### src/rtl/scene_spi_master.sv
// SPI initiator that uploads a scene snapshot (background plus N_POLY triangles)
// as one CS-framed transaction per register group, then pulses en_load.
module scene_spi_master #(
    parameter int WCOLOR   = 6,
    parameter int WPX      = 7,
    parameter int WPY      = 6,
    parameter int N_POLY   = 6,
    parameter int SCK_HALF = 2,
    parameter int CS_GAP   = 4
) (
    input  logic                     clk,
    input  logic                     rst_n,
    input  logic                     start,
    input  logic [WCOLOR-1:0]        bg_color_in,
    input  logic [WCOLOR*N_POLY-1:0] poly_color_in,
    input  logic [WPX*N_POLY-1:0]    v0_x_in,
    input  logic [WPX*N_POLY-1:0]    v1_x_in,
    input  logic [WPX*N_POLY-1:0]    v2_x_in,
    input  logic [WPY*N_POLY-1:0]    v0_y_in,
    input  logic [WPY*N_POLY-1:0]    v1_y_in,
    input  logic [WPY*N_POLY-1:0]    v2_y_in,
    input  logic [N_POLY-1:0]        poly_enable_in,
    output logic                     cs_out,
    output logic                     sck_out,
    output logic                     mosi_out,
    output logic                     en_load_out,
    output logic                     busy,
    output logic                     done
);
    localparam int PW   = 1 + WCOLOR + 3 * (WPX + WPY);
    localparam int FL   = 8 + PW;
    localparam int BL   = 8 + WCOLOR;
    localparam int FW   = $clog2(N_POLY + 1);
    localparam int CMAX = (SCK_HALF > CS_GAP) ? SCK_HALF : CS_GAP;
    localparam int CW   = $clog2(CMAX + 1);
    localparam int BW   = $clog2(FL + 1);
    localparam logic [CW-1:0] HALF_LAST  = CW'(SCK_HALF - 1);
    localparam logic [CW-1:0] GAP_LAST   = CW'(CS_GAP - 1);
    localparam logic [FW-1:0] FRAME_LAST = FW'(N_POLY);

    typedef enum logic [2:0] {
        IDLE  = 3'd0,
        SETUP = 3'd1,
        SHIFT = 3'd2,
        HOLD  = 3'd3,
        GAP   = 3'd4,
        LOAD  = 3'd5
    } state_t;

    state_t state_r, state_nx;
    logic [CW-1:0] cnt_r, cnt_nx;
    logic [BW-1:0] bit_r, bit_nx;
    logic [FW-1:0] frame_r, frame_nx;
    logic phase_r, phase_nx;
    logic [FL-1:0] shreg_r, shreg_nx;
    logic capture_s, load_s, shift_s;
    logic [PW-1:0] poly_word_s;
    int pidx_s;
    logic cs_nx, sck_nx, mosi_nx, busy_nx, done_nx;

    logic [WCOLOR-1:0]        sh_bg_r;
    logic [WCOLOR*N_POLY-1:0] sh_color_r;
    logic [WPX*N_POLY-1:0]    sh_v0x_r, sh_v1x_r, sh_v2x_r;
    logic [WPY*N_POLY-1:0]    sh_v0y_r, sh_v1y_r, sh_v2y_r;
    logic [N_POLY-1:0]        sh_en_r;

    // Next-state and counter sequencing; SHIFT alternates high/low SCK phases.
    always_comb begin
        state_nx  = state_r;
        cnt_nx    = cnt_r;
        bit_nx    = bit_r;
        frame_nx  = frame_r;
        phase_nx  = phase_r;
        capture_s = 1'b0;
        load_s    = 1'b0;
        shift_s   = 1'b0;
        case (state_r)
            IDLE: begin
                if (start) begin
                    state_nx  = SETUP;
                    capture_s = 1'b1;
                    load_s    = 1'b1;
                    frame_nx  = {FW{1'b0}};
                    cnt_nx    = {CW{1'b0}};
                    phase_nx  = 1'b0;
                end else begin
                    cnt_nx = {CW{1'b0}};
                end
            end
            SETUP: begin
                if (cnt_r == HALF_LAST) begin
                    state_nx = SHIFT;
                    cnt_nx   = {CW{1'b0}};
                    phase_nx = 1'b1;
                end else begin
                    cnt_nx = cnt_r + CW'(1);
                end
            end
            SHIFT: begin
                if (cnt_r != HALF_LAST) begin
                    cnt_nx = cnt_r + CW'(1);
                end else if (phase_r) begin
                    cnt_nx   = {CW{1'b0}};
                    shift_s  = 1'b1;
                    phase_nx = 1'b0;
                    if (bit_r == {BW{1'b0}}) begin
                        state_nx = HOLD;
                    end else begin
                        bit_nx = bit_r - BW'(1);
                    end
                end else begin
                    cnt_nx   = {CW{1'b0}};
                    phase_nx = 1'b1;
                end
            end
            HOLD: begin
                if (cnt_r == HALF_LAST) begin
                    state_nx = GAP;
                    cnt_nx   = {CW{1'b0}};
                end else begin
                    cnt_nx = cnt_r + CW'(1);
                end
            end
            GAP: begin
                if (cnt_r != GAP_LAST) begin
                    cnt_nx = cnt_r + CW'(1);
                end else if (frame_r == FRAME_LAST) begin
                    state_nx = LOAD;
                    cnt_nx   = {CW{1'b0}};
                end else begin
                    state_nx = SETUP;
                    cnt_nx   = {CW{1'b0}};
                    frame_nx = frame_r + FW'(1);
                    load_s   = 1'b1;
                end
            end
            LOAD: begin
                state_nx = IDLE;
            end
            default: begin
                state_nx = IDLE;
            end
        endcase
        if (load_s) begin
            bit_nx = (frame_nx == {FW{1'b0}}) ? BW'(BL - 1) : BW'(FL - 1);
        end else begin
            bit_nx = bit_nx;
        end
    end

    // Frame word assembly; frame 0 is built from the live input since the shadow loads in parallel.
    always_comb begin
        pidx_s = (frame_nx == {FW{1'b0}}) ? 0 : int'(frame_nx) - 1;
        poly_word_s = {sh_en_r[pidx_s],
                       sh_color_r[pidx_s*WCOLOR +: WCOLOR],
                       sh_v0x_r[pidx_s*WPX +: WPX], sh_v0y_r[pidx_s*WPY +: WPY],
                       sh_v1x_r[pidx_s*WPX +: WPX], sh_v1y_r[pidx_s*WPY +: WPY],
                       sh_v2x_r[pidx_s*WPX +: WPX], sh_v2y_r[pidx_s*WPY +: WPY]};
        if (load_s && frame_nx == {FW{1'b0}}) begin
            shreg_nx = {8'h00, bg_color_in, {(PW - WCOLOR){1'b0}}};
        end else if (load_s) begin
            shreg_nx = {8'(frame_nx), poly_word_s};
        end else if (shift_s) begin
            shreg_nx = {shreg_r[FL-2:0], 1'b0};
        end else begin
            shreg_nx = shreg_r;
        end
    end

    // Output values for the coming cycle, derived from the next state.
    always_comb begin
        cs_nx   = !(state_nx == SETUP || state_nx == SHIFT || state_nx == HOLD);
        sck_nx  = (state_nx == SHIFT) && phase_nx;
        mosi_nx = cs_nx ? 1'b0 : shreg_nx[FL-1];
        busy_nx = (state_nx != IDLE);
        done_nx = (state_nx == LOAD);
    end

    // Control state, counters and registered SPI outputs.
    always_ff @(posedge clk or negedge rst_n) begin
        if (!rst_n) begin
            state_r     <= IDLE;
            cnt_r       <= {CW{1'b0}};
            bit_r       <= {BW{1'b0}};
            frame_r     <= {FW{1'b0}};
            phase_r     <= 1'b0;
            shreg_r     <= {FL{1'b0}};
            cs_out      <= 1'b1;
            sck_out     <= 1'b0;
            mosi_out    <= 1'b0;
            en_load_out <= 1'b0;
            busy        <= 1'b0;
            done        <= 1'b0;
        end else begin
            state_r     <= state_nx;
            cnt_r       <= cnt_nx;
            bit_r       <= bit_nx;
            frame_r     <= frame_nx;
            phase_r     <= phase_nx;
            shreg_r     <= shreg_nx;
            cs_out      <= cs_nx;
            sck_out     <= sck_nx;
            mosi_out    <= mosi_nx;
            en_load_out <= done_nx;
            busy        <= busy_nx;
            done        <= done_nx;
        end
    end

    // Scene snapshot taken on start acceptance.
    always_ff @(posedge clk or negedge rst_n) begin
        if (!rst_n) begin
            sh_bg_r    <= {WCOLOR{1'b0}};
            sh_color_r <= {(WCOLOR*N_POLY){1'b0}};
            sh_v0x_r   <= {(WPX*N_POLY){1'b0}};
            sh_v1x_r   <= {(WPX*N_POLY){1'b0}};
            sh_v2x_r   <= {(WPX*N_POLY){1'b0}};
            sh_v0y_r   <= {(WPY*N_POLY){1'b0}};
            sh_v1y_r   <= {(WPY*N_POLY){1'b0}};
            sh_v2y_r   <= {(WPY*N_POLY){1'b0}};
            sh_en_r    <= {N_POLY{1'b0}};
        end else if (capture_s) begin
            sh_bg_r    <= bg_color_in;
            sh_color_r <= poly_color_in;
            sh_v0x_r   <= v0_x_in;
            sh_v1x_r   <= v1_x_in;
            sh_v2x_r   <= v2_x_in;
            sh_v0y_r   <= v0_y_in;
            sh_v1y_r   <= v1_y_in;
            sh_v2y_r   <= v2_y_in;
            sh_en_r    <= poly_enable_in;
        end else begin
            sh_bg_r <= sh_bg_r;
        end
    end
endmodule
### config.mk
export PLATFORM = sky130hd
export DESIGN_NAME = scene_spi_master
export DESIGN_NICKNAME = d
export VERILOG_FILES = /design/src/rtl/scene_spi_master.sv
export SDC_FILE = /design/constraint.sdc
export NUM_CORES = 1
export LEC_CHECK = 0
export ABC_AREA = 1
export CORE_ASPECT_RATIO = 2
export CORE_MARGIN = 4
export CORE_UTILIZATION = 30
export DETAILED_ROUTE_END_ITERATION = 7
export PLACE_DENSITY = 0.57
export SETUP_SLACK_MARGIN = 0.5
export SLEW_MARGIN = 10
export SYNTH_ARGS = -nofsm -noshare
export SYNTH_HDL_FRONTEND = slang
export SYNTH_SLANG_ARGS = --single-unit
### constraint.sdc
create_clock -name clk -period 14 [get_ports clk]
set_input_delay 1.4 -clock clk [delete_from_list [all_inputs] [get_ports clk]]
set_output_delay 1.4 -clock clk [all_outputs]
set_load 0.05 [all_outputs]
-- Yosys cells after proc, flatten, opt, wreduce, memory -nomap -nowiden
Cells that the tools add are included.
- flip-flop bits (word level): 351
- bits in latches: 0
- bits in writable memories: 0
- bits in read-only memories: 0
- input port bits: 285
- logic and storage cells: 107
- memories kept: 0
- $add $sub $neg: 4
- multipliers: 2
- divide/modulo/power cells: 0
- magnitude comparators: 1
- equality and inequality tests: 14
- shifts and indexed selects: 7
- muxes and demuxes: 44
- bitwise logic cells: 0
- reductions and logical operators: 15
- operators with widths (cell ; number):
    2-to-1 mux 54 bit ; 3
    variable part select 36 x 32 -> 6 bit ; 4
    variable part select 42 x 32 -> 7 bit ; 3
    2-to-1 mux 3 bit ; 14
    2-to-1 mux 6 bit ; 6
    < comparator 32 x 5 -> 1 bit (second input constant) ; 1
    multiplier 32 x 3 -> 31 bit (second input constant) ; 1
    multiplier 32 x 4 -> 32 bit (second input constant) ; 1
    2-to-1 mux 32 bit ; 1
    case mux 3 bit (5 select lines) ; 1
    2-to-1 mux 1 bit ; 14
    equality test 3 x 2 -> 1 bit (second input constant) ; 4
    case mux 3 bit (4 select lines) ; 1
    equality test 3 x 1 -> 1 bit (second input constant) ; 3
    equality test 3 bit (second input constant) ; 3
    adder 3 x 1 -> 3 bit (second input constant) ; 2
    zero test 3 bit ; 2
    zero test 6 bit ; 1
    case mux 3 bit (2 select lines) ; 1
    nonzero test 3 bit ; 2
    subtractor 6 x 1 -> 6 bit (second input constant) ; 1
    inequality test 2 bit (second input constant) ; 2
    AND reduction 4 bit ; 1
    nonzero test 2 bit ; 2
    other kinds (11) ; 13

-- Longest topological paths before layout
- word-level depth: 12
- mapped depth: 40
- mapped depth without buffers: 37

-- Least setup slack after synthesis
Ideal clock, no wire load.
- kind: input to register
- start point: in start
- end point: reg shreg_r[11]
- library setup time: 66 ps
- arrival: 5277 ps
- data required time: 13934 ps
- slack: 8657 ps
- cell stages on the path: 24
- cell sequence: o21ai_0 > inv_1 > nand2_1 > nand2_2 > inv_2 > buf_2 > buf_2 > buf_2 > a21oi_1 > inv_1 > ha_1 > inv_1 > fa_1 > inv_1 > fa_1 > a31o_2 > xor2_1 > clkinv_1 > clkbuf_1 > a21oi_1 > nand3_1 > nand2_1 > nand2_1 > nand2_1
- longest elaborated chain between the ends: 8
- elaborated cells between the ends (all ways): 13
- those cells by class: 1 x add/sub; 1 x mul; 1 x shift; 7 x mux; 3 x reduce/logical
- ends and longest elaborated chain (element ; RTL line ; RTL):
    start, declared ; 13 ; input logic start,
    2-to-1 mux 3 bit ; 79 ; if (start) begin
    case mux 3 bit (2 select lines) ; 77 ; case (state_r)
    subtractor 3 x 1 -> 4 bit or zero test 3 bit (tied branches) ; 153, 159 ;
    2-to-1 mux 32 bit ; 153 ; pidx_s = (frame_nx == {FW{1'b0}}) ? 0 : int'(frame_nx) - 1;
    multiplier 32 x 4 -> 32 bit ; 158 ; sh_v2x_r[pidx_s*WPX +: WPX], sh_v2y_r[pidx_s*WPY +: WPY]};
    variable part select 42 x 32 -> 7 bit ; 158 ;
    2-to-1 mux 54 bit ; 161 ; end else if (load_s) begin
    2-to-1 mux 54 bit ; 159 ; if (load_s && frame_nx == {FW{1'b0}}) begin
    end signal, assigned ; 187 ; shreg_r <= {FL{1'b0}};
    end signal, assigned ; 200 ; shreg_r <= shreg_nx;
    end, declared ; 55 ; logic [FL-1:0] shreg_r, shreg_nx;
Parallel ways exist; a longest one is shown, timed or not.
A chain may end at the register's enable or synchronous reset.

-- Worst setup path in the final report
- start point: in start
- end point: reg shreg_r[8]
The elaborated chain is that of the path after synthesis.

==> impl_metrics.json <==
{
  "power.leakage_uw": 0.0147,
  "async_flop_share_pct": 100,
  "crit_chain": "clkdlybuf4s50_1 -> o21ai_0 -> inv_1 -> nand2_1 -> nand2_8 -> inv_6 -> a21oi_1 -> inv_1 -> ha_1 -> inv_1 -> fa_1 -> inv_1 -> fa_2 -> nor2_1 -> inv_1 -> nor2_1 -> nand3_1 -> nand3_1 -> nand2_1 -> nor2_1 -> nand2_1 -> nand2_1 -> nand2_1 -> nand2_1",
  "worstSetupStartpointType": "primary input",
  "ant_nets": 0,
  "drt_iter0_drc": 2006,
  "cts_hold_buf": 0,
  "cts_sinks": 351,
  "cp.required_ns": 14.52,
  "nFillCells": 8910,
  "place_ws_ns": 6.47,
  "drt_first_pass_iters": 6,
  "ys.flop_type": "dfrtp_1",
  "synth_cell_types": 46,
  "rsz0062_at_grt": "no",
  "initial_core_util_pct": 30.3,
  "coreArea_mm2": 0.0815,
  "setup_viol": 0,
  "post_drt_wl_per_cell_um": 21.0,
  "setup_slack_ns": 6.95,
  "avgSynthCellArea_um2": 6.65,
  "multi_input_area_mm2": 0.0136,
  "antenna_found_initial": 2,
  "clkSlewWorstSetupHoldPaths_ns": 0.07,
  "dp_hpwl_mm": 76.9,
  "hp-class": "reg2reg",
  "seq_area_frac_synth_pct": 35.6,
  "grt_max_degree": 144,
  "holdWs_ns": 0.477,
  "vias": 25330,
  "dieHeight_um": 414,
  "power-per-cell-area_mw_per_mm2": 76.1,
  "fin_area_mm2": 0.0293,
  "ys_ff_latch": 351,
  "gp_congestion": 0.985,
  "track_usage_pct": 22.9,
  "fin_crit_sh_pct": 50.4,
  "netlist_instances": 3710,
  "crit_top_cell": "nand2_1",
  "max-vdd-ir-drop_uv": 71.2,
  "max_slew_margin_pct": -249,
  "status": "finished with violations",
  "crit_buf_inv": 7,
  "fin_total_pwr_uw": 2230,
  "hold_violations": 0,
  "globalRouteOverflowTotal": 0,
  "clk_path_buf_depth": 3,
  "wl_mm": 103,
  "synth_edf_count": 0,
  "critPathSlowestCell": "nor2_1",
  "first_global_vias": 25068,
  "floorplan.rows": 148,
  "place_area_mm2": 0.0280,
  "cp-end-kind": "flip-flop",
  "netlist_area_mm2": 0.0247,
  "yosysWarnings": 0,
  "htreeDepth": 2,
  "critPathTopFamily": "simple AND/OR/NAND/NOR gates",
  "min_period_ns": 7.05,
  "port_buffers": 290,
  "maxSlewViolCount": 85,
  "nNetsFinal": 4124,
  "drive_gt1_share_pct": 6.53,
  "cts_resized": 0,
  "die_area_mm2": 0.0871,
  "worst_pin_slew_ns": 5.22,
  "io_pins": 291,
  "post-cts-setup-buffers": 0,
  "crit_path_max_fanout": 107,
  "cts_root_buf": "clkbuf_16",
  "cts_tree": "done",
  "syn2layout_area_growth_pct": 18.7,
  "path_class": "in2reg",
  "arrival_ns": 7.58,
  "slowest_delay_ns": 0.92,
  "grt_pass1_wl_mm": 153,
  "setup_tns_ns": 0,
  "viasPerCell": 5.18,
  "die_width_um": 211,
  "clk_latency_ns": 0.60,
  "drc": 0,
  "fmax_ghz": 0.142,
  "cap_viol_max_count": 0,
  "violations": "max-slew violations",
  "final.setup_skew_ns": 0.0238,
  "regArea_mm2": 0.00878,
  "cts_buffers": 37
}
==> worst register-to-register path, cell delays in order, from the launching register on <==
cell and delay (ns):
dfrtp_1 0.39, ha_1 0.19, ha_1 0.32, nand2_1 0.12, nor2_1 0.15, nand2_1 0.06, nand2_1 0.05, inv_1 0.04
nand2_2 0.26, inv_1 0.50, a21oi_1 0.40, inv_1 0.10, ha_1 0.31, inv_1 0.06, fa_1 0.49, inv_1 0.07
fa_2 0.77, nor2_1 0.30, inv_1 0.18, nor2_1 0.92, nand3_1 0.17, nand3_1 0.13, nand2_1 0.06, nor2_1 0.29
nand2_1 0.10, nand2_1 0.07, nand2_1 0.06, nand2_1 0.06
==> where the power goes <==
group	internal, µW	leakage [µW]	total (µW)	switching (µW)
Clock	601	0.000616	1050	452
Combinational	85.4	0.0100	160	74.7
Sequential	1010	0.00401	1010	0.206
==> cells in the mapped netlist (all sizes together), types with 3 or more instances <==
master,number,area share [%]
a21oi,233,4.7
nor2,489,7.6
xor2,3,0.11
nand3b,24,0.73
nand4,14,0.36
ha,22,1.1
buf,128,2.7
dfrtp,350,36
o21ai,278,5.6
clkinv,4,0.061
clkbuf,132,2.0
or2,32,0.81
nor3,7,0.14
o211ai,90,2.7
nand3,446,9.1
nand2,987,15
o22ai,12,0.30
fa,3,0.24
a31oi,18,0.46
mux2,115,5.3
inv,303,4.6
==> layer usage <==
layer	GRT usage (%)	wire, µm	share of wire (%)
met1	24.2	36300	35
met2	41.9	53400	52
met3	1.80	3680	3.6
met4	17.3	9340	9.1
met5	0	0	0
==> worst paths after layout <==
| kind | from | endpoint | slack [ns] | cells past startpoint |
|---|---|---|---|---|
| min in group asynchronous | rst_n | sh_v0y_r[12] | 0.86 | 1 |
| max in group asynchronous | rst_n | sck_out | 10.98 | 3 |
| hold / removal | shreg_r[17] | shreg_r[17] | 0.48 | 2 |
| setup reg to reg | cnt_r[0] | shreg_r[8] | 7.33 | 27 |
| setup / recovery | start | shreg_r[8] | 6.95 | 24 |
| hold reg to reg | shreg_r[17] | shreg_r[17] | 0.48 | 2 |
==> metrics by stage <==
step / util (%) / std cells
after floorplan: - / 3713
after global placement: 34.4 / 4825
after detailed placement: 34.4 / 4825
after CTS: 35.9 / 4891
after global routing: 35.9 / 4892
final: 35.9 / 4892
==> registers in the layout (all words and copies together) (netlist names), 6 cells and up <==
name        count
shreg_r        54
sh_v0x_r       42
sh_v1x_r       42
sh_v2x_r       42
sh_color_r     36
sh_v0y_r       36
sh_v1y_r       36
sh_v2y_r       36
bit_r           6
sh_en_r         6
==> area by class of cell <==
cell class | count | share of cell area (%)
clock buffers | 53 | 3.74
clock inverters | 13 | 0.521
flip-flops and latches | 351 | 30.0
diodes | 1 | 0.00855
multi-input cells | 2795 | 46.5
inverters | 307 | 3.96
repair buffers | 322 | 10.8
well taps | 1050 | 4.49
==> cell families after synthesis <==
family	after synthesis	synth area share, %
compound gates	645	14.3
xor+xnor	3	0.107
fa+ha+maj	25	1.36
buf+inv	567	9.40
flops	351	35.6
mux	117	5.33
other cells	2	0.0304
simple gates	2000	33.8
==> cell usage in the layout, fill, tap and decap left out, types with 6 or more instances in the layout <==
master / count
o21ai_1: 94
clkinv_2: 6
nand2_1: 979
clkbuf_8: 11
dfrtp_1: 350
o211ai_1: 90
a31oi_1: 18
a21oi_1: 233
ha_1: 21
or2_1: 15
nand2_2: 6
nand3b_1: 24
o21ai_0: 184
inv_1: 296
mux2_2: 115
nor3_1: 7
nand3_1: 445
or2_2: 14
o22ai_1: 12
buf_4: 32
clkdlybuf4s50_1: 289
nor2_1: 481
clkbuf_16: 37
nand4_1: 14
(Power assumes the default switching activity.)
